$ cat config.mk
export PLATFORM = sky130hd
export DESIGN_NAME = muldiv_operand_stage
export DESIGN_NICKNAME = d
export VERILOG_FILES = /design/src/rtl/muldiv_operand_stage.sv
export SDC_FILE = /design/constraint.sdc
export NUM_CORES = 1
export LEC_CHECK = 0
export BUFFER_PORTS_ARGS = -buffer_cell sky130_fd_sc_hd__buf_2
export CAP_MARGIN = 30
export CORE_MARGIN = 2
export CORE_UTILIZATION = 33
export CTS_BUF_LIST = sky130_fd_sc_hd__clkbuf_4 sky130_fd_sc_hd__clkbuf_8
export CTS_CLUSTER_SIZE = 16
export DETAILED_ROUTE_END_ITERATION = 16
export SLEW_MARGIN = 20
export SYNTH_ARGS = -nofsm -noshare
export SYNTH_HDL_FRONTEND = slang
export SYNTH_SLANG_ARGS = --single-unit
$ cat constraint.sdc
create_clock -name clk_i -period 2.5 [get_ports clk_i]
set_clock_uncertainty 0.15 [all_clocks]
set_input_delay 0 -clock clk_i [delete_from_list [all_inputs] [get_ports clk_i]]
set_output_delay 0 -clock clk_i [all_outputs]
set_load 0.05 [all_outputs]
$ cat src/rtl/muldiv_operand_stage.sv
// Operand conditioning register stage in front of an iterative multiply/divide unit.
// It captures rs1/rs2, folds signed operands to magnitudes and flags the special cases that can skip the iterative unit.
module muldiv_operand_stage #(
  parameter int XLEN      = 32,
  parameter bit EARLY_OUT = 1'b1
) (
  input  logic            clk_i,
  input  logic            reset_i,
  input  logic            in_valid_i,
  output logic            in_ready_o,
  input  logic [2:0]      op_i,
  input  logic [XLEN-1:0] a_i,
  input  logic [XLEN-1:0] b_i,
  input  logic            flush_i,
  output logic            out_valid_o,
  input  logic            out_ready_i,
  output logic [2:0]      out_op_o,
  output logic [XLEN-1:0] out_a_o,
  output logic [XLEN-1:0] out_b_o,
  output logic            neg_result_o,
  output logic [5:0]      status_o,
  output logic            early_o,
  output logic [XLEN-1:0] early_result_o
);

  if (XLEN < 8) begin : g_xlen_check
    $error("muldiv_operand_stage: XLEN must be at least 8");
  end

  localparam logic [XLEN-1:0] ALL_ONES = {XLEN{1'b1}};
  localparam logic [XLEN-1:0] MIN_VAL  = {1'b1, {(XLEN-1){1'b0}}};
  localparam logic [XLEN-1:0] ONE_VAL  = {{(XLEN-1){1'b0}}, 1'b1};

  logic            is_div;
  logic            sa;
  logic            sb;
  logic            a_neg;
  logic            b_neg;
  logic            a_zero;
  logic            a_one;
  logic            a_ones;
  logic            b_zero;
  logic            b_one;
  logic            b_ones;
  logic [XLEN-1:0] a_mag;
  logic [XLEN-1:0] b_mag;
  logic            neg_nxt;
  logic [5:0]      status_nxt;
  logic            early_nxt;
  logic [XLEN-1:0] early_res_nxt;
  logic            in_ready_core;
  logic            xfer_in;

  // op_i[2] selects divide/remainder; op_i[1] distinguishes REM from DIV.
  assign is_div = op_i[2];
  assign sa     = is_div ? ~op_i[0] : (op_i[1:0] != 2'b11);
  assign sb     = is_div ? ~op_i[0] : ~op_i[1];

  assign a_neg = sa & a_i[XLEN-1];
  assign b_neg = sb & b_i[XLEN-1];

  // The magnitude of MIN wraps back to the same bit pattern, which reads as 2^(XLEN-1) unsigned.
  assign a_mag = a_neg ? (~a_i) + ONE_VAL : a_i;
  assign b_mag = b_neg ? (~b_i) + ONE_VAL : b_i;

  assign a_zero = (a_i == '0);
  assign a_one  = (a_i == ONE_VAL);
  assign a_ones = (a_i == ALL_ONES);
  assign b_zero = (b_i == '0);
  assign b_one  = (b_i == ONE_VAL);
  assign b_ones = (b_i == ALL_ONES);

  assign status_nxt = {b_ones & sb, b_one, b_zero, a_ones & sa, a_one, a_zero};

  always_comb begin
    neg_nxt = 1'b0;
    if (!is_div) begin
      neg_nxt = a_neg ^ b_neg;
    end else if (sa) begin
      if (op_i[1]) begin
        neg_nxt = a_i[XLEN-1];
      end else begin
        neg_nxt = b_zero ? 1'b0 : (a_i[XLEN-1] ^ b_i[XLEN-1]);
      end
    end
  end

  always_comb begin
    early_nxt     = 1'b0;
    early_res_nxt = '0;
    if (EARLY_OUT) begin
      if (is_div && b_zero) begin
        early_nxt     = 1'b1;
        early_res_nxt = op_i[1] ? a_i : ALL_ONES;
      end else if (is_div && sa && (a_i == MIN_VAL) && b_ones) begin
        early_nxt     = 1'b1;
        early_res_nxt = op_i[1] ? '0 : MIN_VAL;
      end else if (!is_div && (a_zero || b_zero)) begin
        early_nxt     = 1'b1;
        early_res_nxt = '0;
      end
    end
  end

  assign in_ready_core = ~flush_i & (~out_valid_o | out_ready_i);
  assign in_ready_o    = in_ready_core | ~reset_i;
  assign xfer_in       = in_valid_i & in_ready_core;

  always_ff @(posedge clk_i or negedge reset_i) begin
    if (!reset_i) begin
      out_valid_o    <= 1'b0;
      out_op_o       <= '0;
      out_a_o        <= '0;
      out_b_o        <= '0;
      neg_result_o   <= 1'b0;
      status_o       <= '0;
      early_o        <= 1'b0;
      early_result_o <= '0;
    end else if (flush_i) begin
      out_valid_o <= 1'b0;
    end else if (xfer_in) begin
      out_valid_o    <= 1'b1;
      out_op_o       <= op_i;
      out_a_o        <= a_mag;
      out_b_o        <= b_mag;
      neg_result_o   <= neg_nxt;
      status_o       <= status_nxt;
      early_o        <= early_nxt;
      early_result_o <= early_res_nxt;
    end else if (out_ready_i) begin
      out_valid_o <= 1'b0;
    end
  end

endmodule

==> impl_metrics.tcl, run 1 <==
set metrics [dict create \
    syn_area_per_cell_um2 8.94 \
    worstSkewPairLatency_ns 0.38 \
    grtUsageTotal_pct 20.2 \
    die_height_um 136 \
    drtIter0Drc 342 \
    drive_above_1_share_pct 26.2 \
    cts.clk_slew.worst_paths_ns 0.10 \
    irDropWorstVdd_v 0.000326 \
    fin_crit_ns 2.43 \
    worst_hold_slack_ns 0.00795 \
    syn-instance-count 646 \
    ant_nets 0 \
    drv_slew 0 \
    maxSlewHeadroom_pct 57.9 \
    gp_congestion 0.832 \
    hp-start "b_i[25]" \
    antenna_found_initial 0 \
    cp_data_required_time_ns 2.63 \
    wl_met2_mm 8.66 \
    clockRootBuffer "clkbuf_8" \
    cts.path.max_buffers 2 \
    synth_top_area_share_pct 46.8 \
    ys_ff_latch 108 \
    nets 981 \
    startpoint_type "input pin" \
    fillCellCount 1669 \
    cts_max_level 3 \
    avgRoutedWirePerCell_um 16.4 \
    avgViaCountPerCell 4.97 \
    drc 0 \
    critPathArrivalTime_ns 2.56 \
    top_layer_used "met4" \
    firstDrtPassIters 5 \
    final_cells 1133 \
    max_slew.worst_pin.slew_ns 0.629 \
    whs_endpoint "out_b_o[31]" \
    path_class "input pin to flop" \
    hpwl_mm 13.0 \
    synth_flop_cell "dfrtp_1" \
    rr_worst_depth 7 \
    first_global_vias 5394 \
    dr_wl_met3_mm 1.28 \
    r2r_end "neg_result_o" \
    regToRegSetupSlack_ns 0.25 \
    outcome "finished, final reports clean" \
    finalHoldViolCount 0 \
    final_core_util_pct 47.0 \
    hp-class "input pin to flop" \
    drv_cap 0 \
    synth_enable_flop_cells 0 \
    ys_async_sr_fraction_pct 100 \
    synth_top_area_cell "dfrtp_1" \
    drt-met1-wl_mm 8.33 \
    row_count 48 \
    min_path_cells 5 \
    cts_buffers 9 \
    portBuffers 180 \
    syn_nets 724 \
    io-pin-count 181 \
    drt_wl_total_mm 18.6 \
    insertedDiodeCount 0 \
    ys_types 44 \
    seq_area_frac_synth_pct 46.8 \
    end_kind "flop" \
    r2r_start "out_valid_o" \
    grt_max_degree 95 \
    leakagePower_uw 0.00377 \
    cts_tree "yes" \
    pwr_density_cell_nw_per_um2 595 \
    dp_cells 1028 \
    die-area_um2 18600 \
    grt_pass1_wl_mm 29.3 \
    ys.warnings.count 0 \
    dieWidth_um 136 \
    start_util_pct 33.6 \
    grt_overflow_total 0 \
    netlist_area_um2 5780 \
    cts_sinks 108 \
    final.period_utilization_pct 97.3 \
    max_freq_mhz 411 \
    setup_viol 0 \
    synthTopCellsByArea "dfrtp_1, nand2_1, o21ai_0" \
    crit_fanout 4 \
    syn2layout_area_growth_pct 39.7 \
    vias 5636 \
    core-area_um2 17200 \
]
-- state kept, by name, indices dropped and copies added (netlist names) --
register	count
out_valid_o	1
out_a_o	32
out_b_o	32
out_op_o	3
early_o	1
status_o	6
neg_result_o	1
early_result_o	32
-- area by class of cell --
type	instances	area, µm²	share of cell area [%]
multi-input cells	494	2940	36.5
inverters	7	26.3	0.326
well taps	225	282	3.49
repair buffers	283	1930	24.0
clock inverters	3	22.5	0.279
flip-flops and latches	108	2700	33.5
clock buffers	13	160	1.98
-- worst max-delay path by stage --
stage	startpoint	end	slack, ns	cells past startpoint
2_1_floorplan	out_valid_o	status_o[0]	0.30	8
3_3_place_gp	b_i[24]	early_result_o[31]	0.34	7
3_5_place_dp	b_i[24]	early_result_o[31]	0.30	7
4_1_cts	op_i[1]	out_b_o[18]	0.005	9
5_1_grt	b_i[27]	neg_result_o	-0.008	9
6_report	b_i[27]	neg_result_o	0.07	9
-- cell usage after synthesis, types with 3 or more instances --
master    count
o41ai_1       5
clkbuf_1     31
a21oi_1      15
nand4_1      17
nor2b_1      29
nor2_1       29
xor2_1       30
nand3_1      10
nor4_1        9
a31oi_1       6
o21ai_1      22
nor4_4        4
or4_4         3
or3_1         6
and3_1        3
ha_1          6
o31ai_1      16
a21o_1        4
or4_1         4
and2_1        3
xnor2_1      29
o21ai_0      85
dfrtp_1     108
inv_1         7
nor3_1       10
nand2_1     125
-- metrics by stage --
| stage | setup slack [ns] | setup TNS [ns] | instance area [µm²] | total power (µW) |
|---|---|---|---|---|
| floorplan | 0.302 | 0 | 5780 | 3150 |
| global placement | 0.341 | 0 | 6960 | 3650 |
| detailed placement | 0.302 | 0 | 6960 | 3660 |
| CTS | 0.00462 | 0 | 8020 | 4830 |
| global route | -0.00817 | -0.00817 | 8070 | 5040 |
| finish | 0.0665 | 0 | 8070 | 4800 |
-- worst max-delay path, stage by stage --
cell           delay, ns
dlygate4sd3_1       0.54
buf_2               0.15
or4_4               0.46
nor4_4              0.29
nand4_2             0.17
a21o_1              0.21
a22oi_2             0.12
o31ai_1             0.07
dlygate4sd3_1       0.55
-- routing by layer --
layer / up-vias / global-route usage [%]
met5: - / 0
met4: 0 / 6.83
met3: 20 / 5.07
met2: 149 / 31.5
met1: 2710 / 27.4
li1: 2757 / -
-- power by group --
group	internal [µW]	switching (µW)
sequential	1940	100
combinational	475	1230
clock	427	620
-- kinds of logic after synthesis --
logic type | synth area share [%]
AND/OR/NAND/NOR | 22.9
AO/OA/AOI/OAI | 16.7
flip-flops | 46.8
XOR/XNOR | 8.95
buffers and inverters | 3.16
adder cells (fa/ha/maj) | 1.30
multiplexers | 0.173
-- layout by cell type (no fill, tap or decap), drive strengths merged, types with 10 or more instances in the layout --
cell and count:
buf 195, nor2 30, xnor2 29, nor4 13, nand2 125, nand3 10
nor2b 29, clkbuf 13, xor2 30, nor3 10, dfrtp 108, o31ai 16
o21ai 107, dlygate4sd3 88, nand4 18, a21oi 17
-- repair_timing --
item / in CTS / in global routing
resized for setup: 0 / 10
hold endpoints to repair: 215 / 0
hold buffers: 88 / 0
endpoints found under the setup margin: 0 / 7
setup buffers: 0 / 1
Power figures use the tool's default switching activity.
==> run 2, diff against run 1 <==
clock period = 2.9 ns   (was 2.5 ns; I/O delays follow)
==> impl_metrics.tcl, run 2 (synthesized netlist as in run 1, its figures left out) <==
set metrics [dict create \
    outcome "finished, final reports clean" \
    gp_congestion 0.818 \
    firstDrtPassIters 5 \
    grt_max_degree 71 \
    row_count 48 \
    antenna_found_initial 0 \
    end_kind "flop" \
    max_slew.worst_pin.slew_ns 0.718 \
    dieWidth_um 136 \
    drc 0 \
    cp_data_required_time_ns 3.00 \
    start_util_pct 33.6 \
    drv_cap 0 \
    maxSlewHeadroom_pct 52.2 \
    crit_fanout 7 \
    nets 984 \
    worst_hold_slack_ns 0.0355 \
    vias 5651 \
    syn2layout_area_growth_pct 40.0 \
    final_cell_mix "buf_2, nand2_1, dfrtp_1" \
    drv_slew 0 \
    cts.clk_slew.worst_paths_ns 0.10 \
    path_class "input pin to flop" \
    mostFrequentLayoutCell "buf_2" \
    critPathArrivalTime_ns 2.91 \
    max_freq_mhz 356 \
    startpoint_type "input pin" \
    avgViaCountPerCell 4.98 \
    fin_crit_ns 2.81 \
    die-area_um2 18600 \
    reg.largest.list "early_result_o x32, out_a_o x32, out_b_o x32" \
    cts_tree "yes" \
    cts.path.max_buffers 2 \
    fillCellCount 1676 \
    worstSkewPairLatency_ns 0.37 \
    drtIter0Drc 304 \
    io-pin-count 181 \
    clockRootBuffer "clkbuf_8" \
    grt_pass1_wl_mm 29.2 \
    core-area_um2 17200 \
    hpwl_mm 12.8 \
    grtUsageTotal_pct 20.2 \
    insertedDiodeCount 0 \
    avgRoutedWirePerCell_um 16.3 \
    ant_nets 0 \
    drt_wl_total_mm 18.5 \
    grt_overflow_total 0 \
    final_core_util_pct 47.1 \
    drive_above_1_share_pct 24.8 \
    first_global_vias 5468 \
    hp-class "input pin to flop" \
    cts_buffers 9 \
    die_height_um 136 \
    setup_viol 0 \
    final.period_utilization_pct 97.0 \
    leakagePower_uw 0.00378 \
    cts_sinks 108 \
    portBuffers 180 \
    pwr_density_cell_nw_per_um2 517 \
    cts_max_level 3 \
    irDropWorstVdd_v 0.000260 \
    finalHoldViolCount 0 \
]
==> run 2: metal layers <==
| layer | up-vias | GRT usage, % | wire length, µm |
|---|---|---|---|
| met5 | - | 0 | 0 |
| met2 | 164 | 32.6 | 8710 |
| met3 | 27 | 4.77 | 1090 |
| met4 | 0 | 6.66 | 405 |
| met1 | 2698 | 26.7 | 8310 |
| li1 | 2762 | - | - |
==> run 2: report_power, final <==
part	leakage, µW	total [µW]	internal [µW]	switching, µW
registers	0.00140	1770	1670	91.6
clock network	0.0000928	935	421	515
logic	0.00229	1480	415	1060
==> run 2: per-stage QoR <==
step	setup TNS [ns]	setup slack (ns)	area (µm²)	instances	power [µW]
4_1_cts	0	0.105	8060	1132	4210
2_1_floorplan	0	0.702	5780	646	2710
5_1_grt	-0.00373	-0.00373	8090	1134	4390
3_3_place_gp	0	0.759	6910	1022	3140
3_5_place_dp	0	0.690	6910	1022	3150
6_report	0	0.0880	8090	1134	4180
==> run 2: timing repair <==
item                                    CTS  global route
hold buffers                             96             0
buffers inserted                          0             2
gates resized for setup                   0             4
endpoints found under the hold margin   160             0
endpoints found under the setup margin    0             6
==> run 2: area by class of cell <==
cell class / instances / area (µm²) / area share (%)
Multi-Input combinational cell: 494 / 2910 / 36.0
Clock buffer: 12 / 146 / 1.81
Sequential cell: 108 / 2700 / 33.4
Inverter: 7 / 26.3 / 0.325
Timing Repair Buffer: 286 / 1980 / 24.5
Clock inverter: 2 / 37.5 / 0.464
Tap cell: 225 / 282 / 3.48
==> run 2: worst paths after layout <==
check                                     end  slack (ns)  cells past startpoint        start
min reg2reg                       out_b_o[30]        0.33                      2  out_b_o[30]
min                               out_op_o[2]        0.04                      4   in_valid_i
max                               out_b_o[20]        0.09                      8      b_i[10]
max in group asynchronous  early_result_o[16]        1.78                      3      reset_i
min in group asynchronous         out_b_o[11]        0.05                      2      reset_i
max reg2reg                       status_o[4]        0.65                      5  out_valid_o
==> run 2: worst max-delay path: stages <==
cell and delay (ns):
dlygate4sd3_1 0.54, buf_2 0.15, nor3_1 0.46, nand2_1 0.36
o41ai_1 0.49, xor2_1 0.21, dlygate4sd3_1 0.60, o21ai_0 0.08
